===== src/rtl/vid_scanout.sv =====
// Raster timing generator with framebuffer scan-out: prefetches 32-bit words into a
// small FIFO ahead of the beam and unpacks them into RGB444 (16bpp) or RGB332 (8bpp) pixels.
module vid_scanout #(
    parameter int unsigned H_ACTIVE   = 640,
    parameter int unsigned H_FP       = 16,
    parameter int unsigned H_SYNC     = 96,
    parameter int unsigned H_BP       = 48,
    parameter int unsigned V_ACTIVE   = 480,
    parameter int unsigned V_FP       = 10,
    parameter int unsigned V_SYNC     = 2,
    parameter int unsigned V_BP       = 33,
    parameter bit          HS_POL     = 1'b0,
    parameter bit          VS_POL     = 1'b0,
    parameter int unsigned AW         = 24,
    parameter int unsigned FIFO_DEPTH = 16
) (
    input  logic          clk,
    input  logic          rst,
    input  logic          ce,
    input  logic          mode,
    input  logic [AW-1:0] base,
    output logic          req,
    output logic [AW-1:0] adr,
    input  logic          ack,
    input  logic [31:0]   viddata,
    output logic          hsync,
    output logic          vsync,
    output logic          de,
    output logic [11:0]   RGB,
    output logic          vbl,
    output logic          underflow,
    input  logic          clr_uf
);

    localparam int unsigned H_TOTAL  = H_ACTIVE + H_FP + H_SYNC + H_BP;
    localparam int unsigned V_TOTAL  = V_ACTIVE + V_FP + V_SYNC + V_BP;
    localparam int unsigned HW       = $clog2(H_TOTAL);
    localparam int unsigned VW       = $clog2(V_TOTAL);
    localparam int unsigned HS_START = H_ACTIVE + H_FP;
    localparam int unsigned HS_END   = HS_START + H_SYNC;
    localparam int unsigned VS_START = V_ACTIVE + V_FP;
    localparam int unsigned VS_END   = VS_START + V_SYNC;
    localparam int unsigned WORDS0   = (H_ACTIVE * V_ACTIVE) / 2;
    localparam int unsigned WORDS1   = (H_ACTIVE * V_ACTIVE) / 4;
    localparam int unsigned BW       = $clog2(WORDS0 + 1);
    localparam int unsigned FAW      = $clog2(FIFO_DEPTH);
    localparam int unsigned CW       = FAW + 1;

    typedef enum logic {
        F_IDLE = 1'b0,
        F_REQ  = 1'b1
    } fetch_state_t;

    // Raster position and frame state
    logic [HW-1:0] hcnt;
    logic [VW-1:0] vcnt;
    logic          start_pend;
    logic          fmode;
    logic [BW-1:0] budget;

    // Fetch FSM and FIFO
    fetch_state_t   fstate;
    fetch_state_t   fstate_nx;
    logic [31:0]    fifo_mem [FIFO_DEPTH];
    logic [FAW-1:0] wptr;
    logic [FAW-1:0] rptr;
    logic [CW-1:0]  fcnt;
    logic [1:0]     phase;

    // Combinational decode
    logic        h_last_c;
    logic        v_last_c;
    logic        fs_c;
    logic        active_c;
    logic        hs_act_c;
    logic        vs_act_c;
    logic        full_c;
    logic        empty_c;
    logic        push_c;
    logic        pop_c;
    logic        last_phase_c;
    logic        uf_c;
    logic [31:0] head_c;
    logic [7:0]  pix8_c;
    logic [11:0] pix_c;

    assign h_last_c = (32'(hcnt) == H_TOTAL - 1);
    assign v_last_c = (32'(vcnt) == V_TOTAL - 1);
    assign active_c = (32'(hcnt) < H_ACTIVE) && (32'(vcnt) < V_ACTIVE);
    assign hs_act_c = (32'(hcnt) >= HS_START) && (32'(hcnt) < HS_END);
    assign vs_act_c = (32'(vcnt) >= VS_START) && (32'(vcnt) < VS_END);

    // Frame start: first cycle out of reset, or the ce step into the first vblank line
    assign fs_c = start_pend || (ce && h_last_c && (32'(vcnt) == V_ACTIVE - 1));

    assign full_c       = (fcnt == CW'(FIFO_DEPTH));
    assign empty_c      = (fcnt == '0);
    assign last_phase_c = fmode ? (phase == 2'd3) : phase[0];
    assign pop_c        = ce && active_c && !empty_c && last_phase_c && !fs_c;
    assign uf_c         = ce && active_c && empty_c;
    assign head_c       = fifo_mem[rptr];
    assign req          = (fstate == F_REQ);

    // Raster counters
    always_ff @(posedge clk) begin
        if (rst) begin
            hcnt       <= '0;
            vcnt       <= VW'(V_ACTIVE);
            start_pend <= 1'b1;
        end else begin
            start_pend <= 1'b0;
            if (ce) begin
                if (h_last_c) begin
                    hcnt <= '0;
                    vcnt <= v_last_c ? '0 : vcnt + VW'(1);
                end else begin
                    hcnt <= hcnt + HW'(1);
                end
            end
        end
    end

    // Fetch FSM: one outstanding request; frame start cancels whatever is in flight
    always_ff @(posedge clk) begin
        if (rst) begin
            fstate <= F_IDLE;
        end else begin
            fstate <= fstate_nx;
        end
    end

    always_comb begin
        fstate_nx = fstate;
        push_c    = 1'b0;
        case (fstate)
            F_IDLE: begin
                if ((budget != '0) && !full_c) begin
                    fstate_nx = F_REQ;
                end
            end
            F_REQ: begin
                if (ack) begin
                    fstate_nx = F_IDLE;
                    push_c    = 1'b1;
                end
            end
            default: fstate_nx = F_IDLE;
        endcase
        if (fs_c) begin
            fstate_nx = F_IDLE;
            push_c    = 1'b0;
        end
    end

    // Frame registers, address and word budget
    always_ff @(posedge clk) begin
        if (rst) begin
            adr    <= '0;
            budget <= '0;
            fmode  <= 1'b0;
        end else if (fs_c) begin
            adr    <= base;
            budget <= mode ? BW'(WORDS1) : BW'(WORDS0);
            fmode  <= mode;
        end else if (push_c) begin
            adr    <= adr + AW'(1);
            budget <= budget - BW'(1);
        end
    end

    always_ff @(posedge clk) begin
        if (push_c && !rst) begin
            fifo_mem[wptr] <= viddata;
        end
    end

    // FIFO pointers and occupancy; flushed at every frame start
    always_ff @(posedge clk) begin
        if (rst || fs_c) begin
            wptr <= '0;
            rptr <= '0;
            fcnt <= '0;
        end else begin
            if (push_c) begin
                wptr <= wptr + FAW'(1);
            end
            if (pop_c) begin
                rptr <= rptr + FAW'(1);
            end
            case ({push_c, pop_c})
                2'b10:   fcnt <= fcnt + CW'(1);
                2'b01:   fcnt <= fcnt - CW'(1);
                default: fcnt <= fcnt;
            endcase
        end
    end

    // Pixel unpack from the FIFO head word
    always_comb begin
        case (phase)
            2'd0:    pix8_c = head_c[7:0];
            2'd1:    pix8_c = head_c[15:8];
            2'd2:    pix8_c = head_c[23:16];
            default: pix8_c = head_c[31:24];
        endcase
        if (fmode) begin
            pix_c = {pix8_c[7:5], pix8_c[7], pix8_c[4:2], pix8_c[4], pix8_c[1:0], pix8_c[1:0]};
        end else begin
            pix_c = phase[0] ? head_c[27:16] : head_c[11:0];
        end
    end

    // Video outputs, one ce step behind the counters
    always_ff @(posedge clk) begin
        if (rst) begin
            hsync     <= ~HS_POL;
            vsync     <= ~VS_POL;
            de        <= 1'b0;
            RGB       <= '0;
            vbl       <= 1'b0;
            underflow <= 1'b0;
            phase     <= '0;
        end else begin
            vbl <= fs_c;
            if (uf_c) begin
                underflow <= 1'b1;
            end else if (clr_uf) begin
                underflow <= 1'b0;
            end
            if (ce) begin
                hsync <= hs_act_c ? HS_POL : ~HS_POL;
                vsync <= vs_act_c ? VS_POL : ~VS_POL;
                de    <= active_c;
                RGB   <= (active_c && !empty_c) ? pix_c : 12'h000;
            end
            // Phase keeps stepping through starved pixels so the line end realigns it
            if (ce && active_c) begin
                if (last_phase_c || (32'(hcnt) == H_ACTIVE - 1)) begin
                    phase <= '0;
                end else begin
                    phase <= phase + 2'd1;
                end
            end else if (fs_c) begin
                phase <= '0;
            end
        end
    end

endmodule

===== config.mk =====
export PLATFORM = sky130hd
export DESIGN_NAME = vid_scanout
export DESIGN_NICKNAME = d
export VERILOG_FILES = /design/src/rtl/vid_scanout.sv
export SDC_FILE = /design/constraint.sdc
export NUM_CORES = 1
export LEC_CHECK = 0
export CORE_ASPECT_RATIO = 1.2
export CORE_MARGIN = 2
export CORE_UTILIZATION = 47
export CTS_CLUSTER_SIZE = 16
export DETAILED_ROUTE_END_ITERATION = 6
export GPL_TIMING_DRIVEN = 0
export PLACE_DENSITY = 0.67
export RECOVER_POWER = 100
export SLEW_MARGIN = 20
export SYNTH_ARGS = -nofsm -noshare
export SYNTH_HDL_FRONTEND = slang
export SYNTH_SLANG_ARGS = --single-unit

===== constraint.sdc =====
create_clock -name clk -period 3.3 [get_ports clk]
set_input_delay 0.495 -clock clk [delete_from_list [all_inputs] [get_ports clk]]
set_output_delay 0.495 -clock clk [all_outputs]
set_load 0.02 [all_outputs]

==> flow_metrics.py <==
metrics = {
    "synthesis": {
        "synth_nets": 1668,
        "synth_top_family_by_area": "multiplexers",
        "postSynthAreaPerCell_um2": 16.2,
        "ys.flop_type": "edfxtp_1",
        "synth.distinct_cells": 68,
        "yosysSeqAreaShare": 0.678,
        "synth_fa_ha_area_frac": 0.00877,
        "syn_inst": 1588,
        "synth_seq_cells": 613,
        "yosys_warnings": 0,
        "synthSimpleGateAreaFrac": 0.0696,
        "synthMuxAreaShare": 0.154,
        "async_flop_share": 0,
        "synth_compound_area_frac": 0.0482,
        "syn_area_um2": 25700,
        "synth_xor_area_frac": 0.0225,
        "synth_edf_count": 512,
    },
    "worst_setup_path": {
        "r2r_slack_ns": 0.06,
        "slowest_delay_ns": 0.57,
        "r2r_end": "fifo_mem[5][19]$_DFFE_PP_",
        "cp-end-kind": "register",
        "critPathSlowestCell": "or4b_4",
        "crit_family": "simple AND/OR/NAND/NOR gates",
        "worstPathMaxFanout": 19,
        "path_class": "reg -> reg",
        "cp.arrival_ns": 3.62,
        "required_ns": 3.68,
        "r2r-start": "hcnt[6]$_SDFFE_PP0P_",
        "worst_setup_path_start_kind": "register",
        "reg2reg_depth": 8,
        "worstPathCellList": "clkbuf_1, or4b_4, or4_1, o21ai_2, nor2_1, buf_2, and3_4, buf_12",
        "worstPathBufferInverterCount": 3,
    },
    "cts": {
        "numCtsBuffers": 60,
        "htreeDepth": 2,
        "insertion_delay_ns": 0.65,
        "clockRootBuffer": "clkbuf_16",
        "cts_tree": "built",
        "cts.sinks": 613,
        "clk_pin_slew_ns": 0.06,
        "ctsHoldBuffers": 0,
        "clockBufferDepth": 3,
    },
    "timing": {
        "final.min_clock_period_ns": 3.24,
        "hold_viol": 0,
        "drv_slew": 0,
        "fmax_mhz": 309,
        "rsz0062_at_grt": "true",
        "holdWs_ns": 0.451,
        "finalSetupViolations": 0,
        "fin_skew_ns": 0.0186,
        "slew_headroom": 0.320,
        "fin_crit_sh": 0.982,
        "max_slew.worst_pin.slew_ns": 1.02,
    },
    "layout": {
        "fin_area_um2": 29900,
        "layout.cells.non_filler": 2529,
        "fin_nets": 1847,
        "nFillCells": 4242,
        "areaGrowthSynthToFinish_pct": 16.5,
        "drive_above_1_share": 0.171,
    },
    "die": {
        "initial_core_util": 0.477,
        "core_um2": 53900,
        "num_rows": 93,
        "dieArea_um2": 56500,
        "design.portCount": 104,
        "die_w_um": 217,
        "die_y_um": 260,
    },
    "global_route": {
        "grt_use_total": 0.248,
        "antenna_found_initial": 6,
        "grt_pass1_wl_um": 101000,
        "grt_overflow": 0,
        "grt_max_degree": 33,
        "grt_pass1_vias": 15400,
    },
    "run_status": {
        "status": "completed",
    },
    "min_path": {
        "min_path_cells": 3,
        "hp-start": "base[5]",
        "hold_path_class": "in -> reg",
        "min_to": "adr[5]$_SDFFE_PP0P_",
    },
    "detailed_routing": {
        "dr.pass1.iters": 5,
        "via_per_inst": 6.17,
        "drt_iter0_markers": 1936,
        "wl_per_cell_um": 28.6,
        "ant_nets": 0,
        "wl_um": 72200,
        "via_count": 15600,
        "drc": 0,
    },
    "placed_design": {
        "port-buffer-count": 103,
        "dpl_cell_area_um2": 27800,
        "place_congestion": 0.915,
        "dp.cells": 2411,
        "dp_hpwl_um": 43900,
    },
    "pwr": {
        "ir_drop_mv": 0.387,
        "p_leak_uw": 0.00949,
        "pwr_density_cell_nw_per_um2": 528,
    },
    "job": {
        "maxCapViolCount": 0,
    },
}
[synthesized netlist by cell type (5+ instances only)]
library cell,n,area share
nand4_1,19,0.0046
dfxtp_1,101,0.079
xnor2_1,27,0.0092
nand3_1,35,0.0068
a21oi_1,35,0.0068
buf_1,5,0.00073
mux2i_1,115,0.045
a221oi_1,8,0.0027
mux2_2,11,0.0048
inv_1,18,0.0026
and3_1,24,0.0058
buf_2,29,0.0057
edfxtp_1,512,0.60
nor2b_1,12,0.0029
ha_1,18,0.0088
a22oi_1,27,0.0079
o21ai_0,23,0.0045
nor3_1,20,0.0039
clkbuf_1,43,0.0063
o22ai_1,7,0.0017
nor2_1,106,0.015
mux4_2,119,0.10
xor2_1,39,0.013
nand2b_1,16,0.0039
a31oi_1,9,0.0022
buf_4,12,0.0035
and2_1,7,0.0017
and4_1,6,0.0020
nand2_1,75,0.011
a32oi_1,8,0.0027
a211oi_1,27,0.0079
nor4_1,10,0.0024
[per-stage QoR]
stage | setup TNS, ns | worst slack (ns) | utilization | power, uW
4_1_cts | 0 | 0.00761 | 0.554 | 15900
3_5_place_dp | -68.08 | -1.03 | 0.516 | 9030
6_report | 0 | 0.0585 | 0.555 | 15800
3_3_place_gp | -573.71 | -1.30 | 0.512 | 9010
5_1_grt | -2.67 | -0.103 | 0.555 | 16200
2_1_floorplan | 0 | 0.0162 | - | 8780
[cell type report]
class                      instances  area, um^2  area share
inverter                          18        67.6     0.00226
sequential                       613       17400       0.582
timing repair buffer             113        1170      0.0391
multi-input combinational        873        7930       0.265
clock inverter                    40         420      0.0141
antenna                            1        2.50   0.0000837
clock buffer                      71        1590      0.0530
tap                              712         891      0.0298
buffer                            88         440      0.0147
[repair_timing]
action	4_1_cts	5_1_grt
pin swaps	2	7
buffers inserted	2	0
cloned	0	6
hold endpoints to repair	0	0
gates resized for setup	12	24
endpoints found under the setup margin	30	289
[kinds of logic after synthesis]
kind of cell	after synthesis
AO/OA/AOI/OAI	180
XOR/XNOR	66
buffers and inverters	108
AND/OR/NAND/NOR	358
adder cells (fa/ha/maj)	18
multiplexers	245
flip-flops	613
[where the power goes]
part	switching, uW	leakage (uW)	internal, uW
clock	2970	0.000970	3990
sequential	41.0	0.00542	8410
combinational	242	0.00310	154
[registers in the layout, indices dropped and copies added (netlist names), named ones only]
signal	count
budget	18
wptr	4
fifo_mem	512
vbl	1
de	1
underflow	1
vsync	1
req	1
RGB	12
start_pend	1
vcnt	10
phase	2
fmode	1
hsync	1
adr	24
rptr	4
fcnt	5
hcnt	10
[worst min-delay path: stages]
cell and delay [ns]:
clkdlybuf4s50_1 0.40, nor2_1 0.10, a211oi_1 0.05
[worst max-delay path by stage]
stage | start | endpoint | depth (start not counted)
detailed placement | ce | fcnt[4]$_SDFFE_PP0P_ | 15
global route | hcnt[7]$_SDFFE_PP0P_ | fcnt[4]$_SDFFE_PP0P_ | 13
floorplan | hcnt[5]$_SDFFE_PP0P_ | fcnt[4]$_SDFFE_PP0P_ | 15
finish | hcnt[6]$_SDFFE_PP0P_ | fifo_mem[5][19]$_DFFE_PP_ | 8
CTS | fcnt[1]$_SDFFE_PP0P_ | fcnt[4]$_SDFFE_PP0P_ | 12
global placement | ce | fifo_mem[5][31]$_DFFE_PP_ | 7
[routing by layer]
metal	wire (um)	global-route usage	vias to the layer above
met5	54	0	-
met4	3170	0.106	8
met3	6320	0.0462	192
met2	35400	0.423	825
met1	27300	0.313	7923
li1	-	-	6660
[cells in the final DEF, fill, tap and decap left out, drive strengths merged, types with 20 or more instances in the layout]
cell and count:
a21oi 35, xnor2 27, mux2i 115, clkdlybuf4s50 28, mux4 119, buf 48, dfxtp 101, xor2 39
clkbuf 121, nand2 75, a22oi 27, a211oi 27, clkinv 27, nor3 20, nor2 106, and3 30
o21ai 25, nand3 35, dlygate4sd3 75, edfxtp 512
Power figures use the tool's default switching activity.
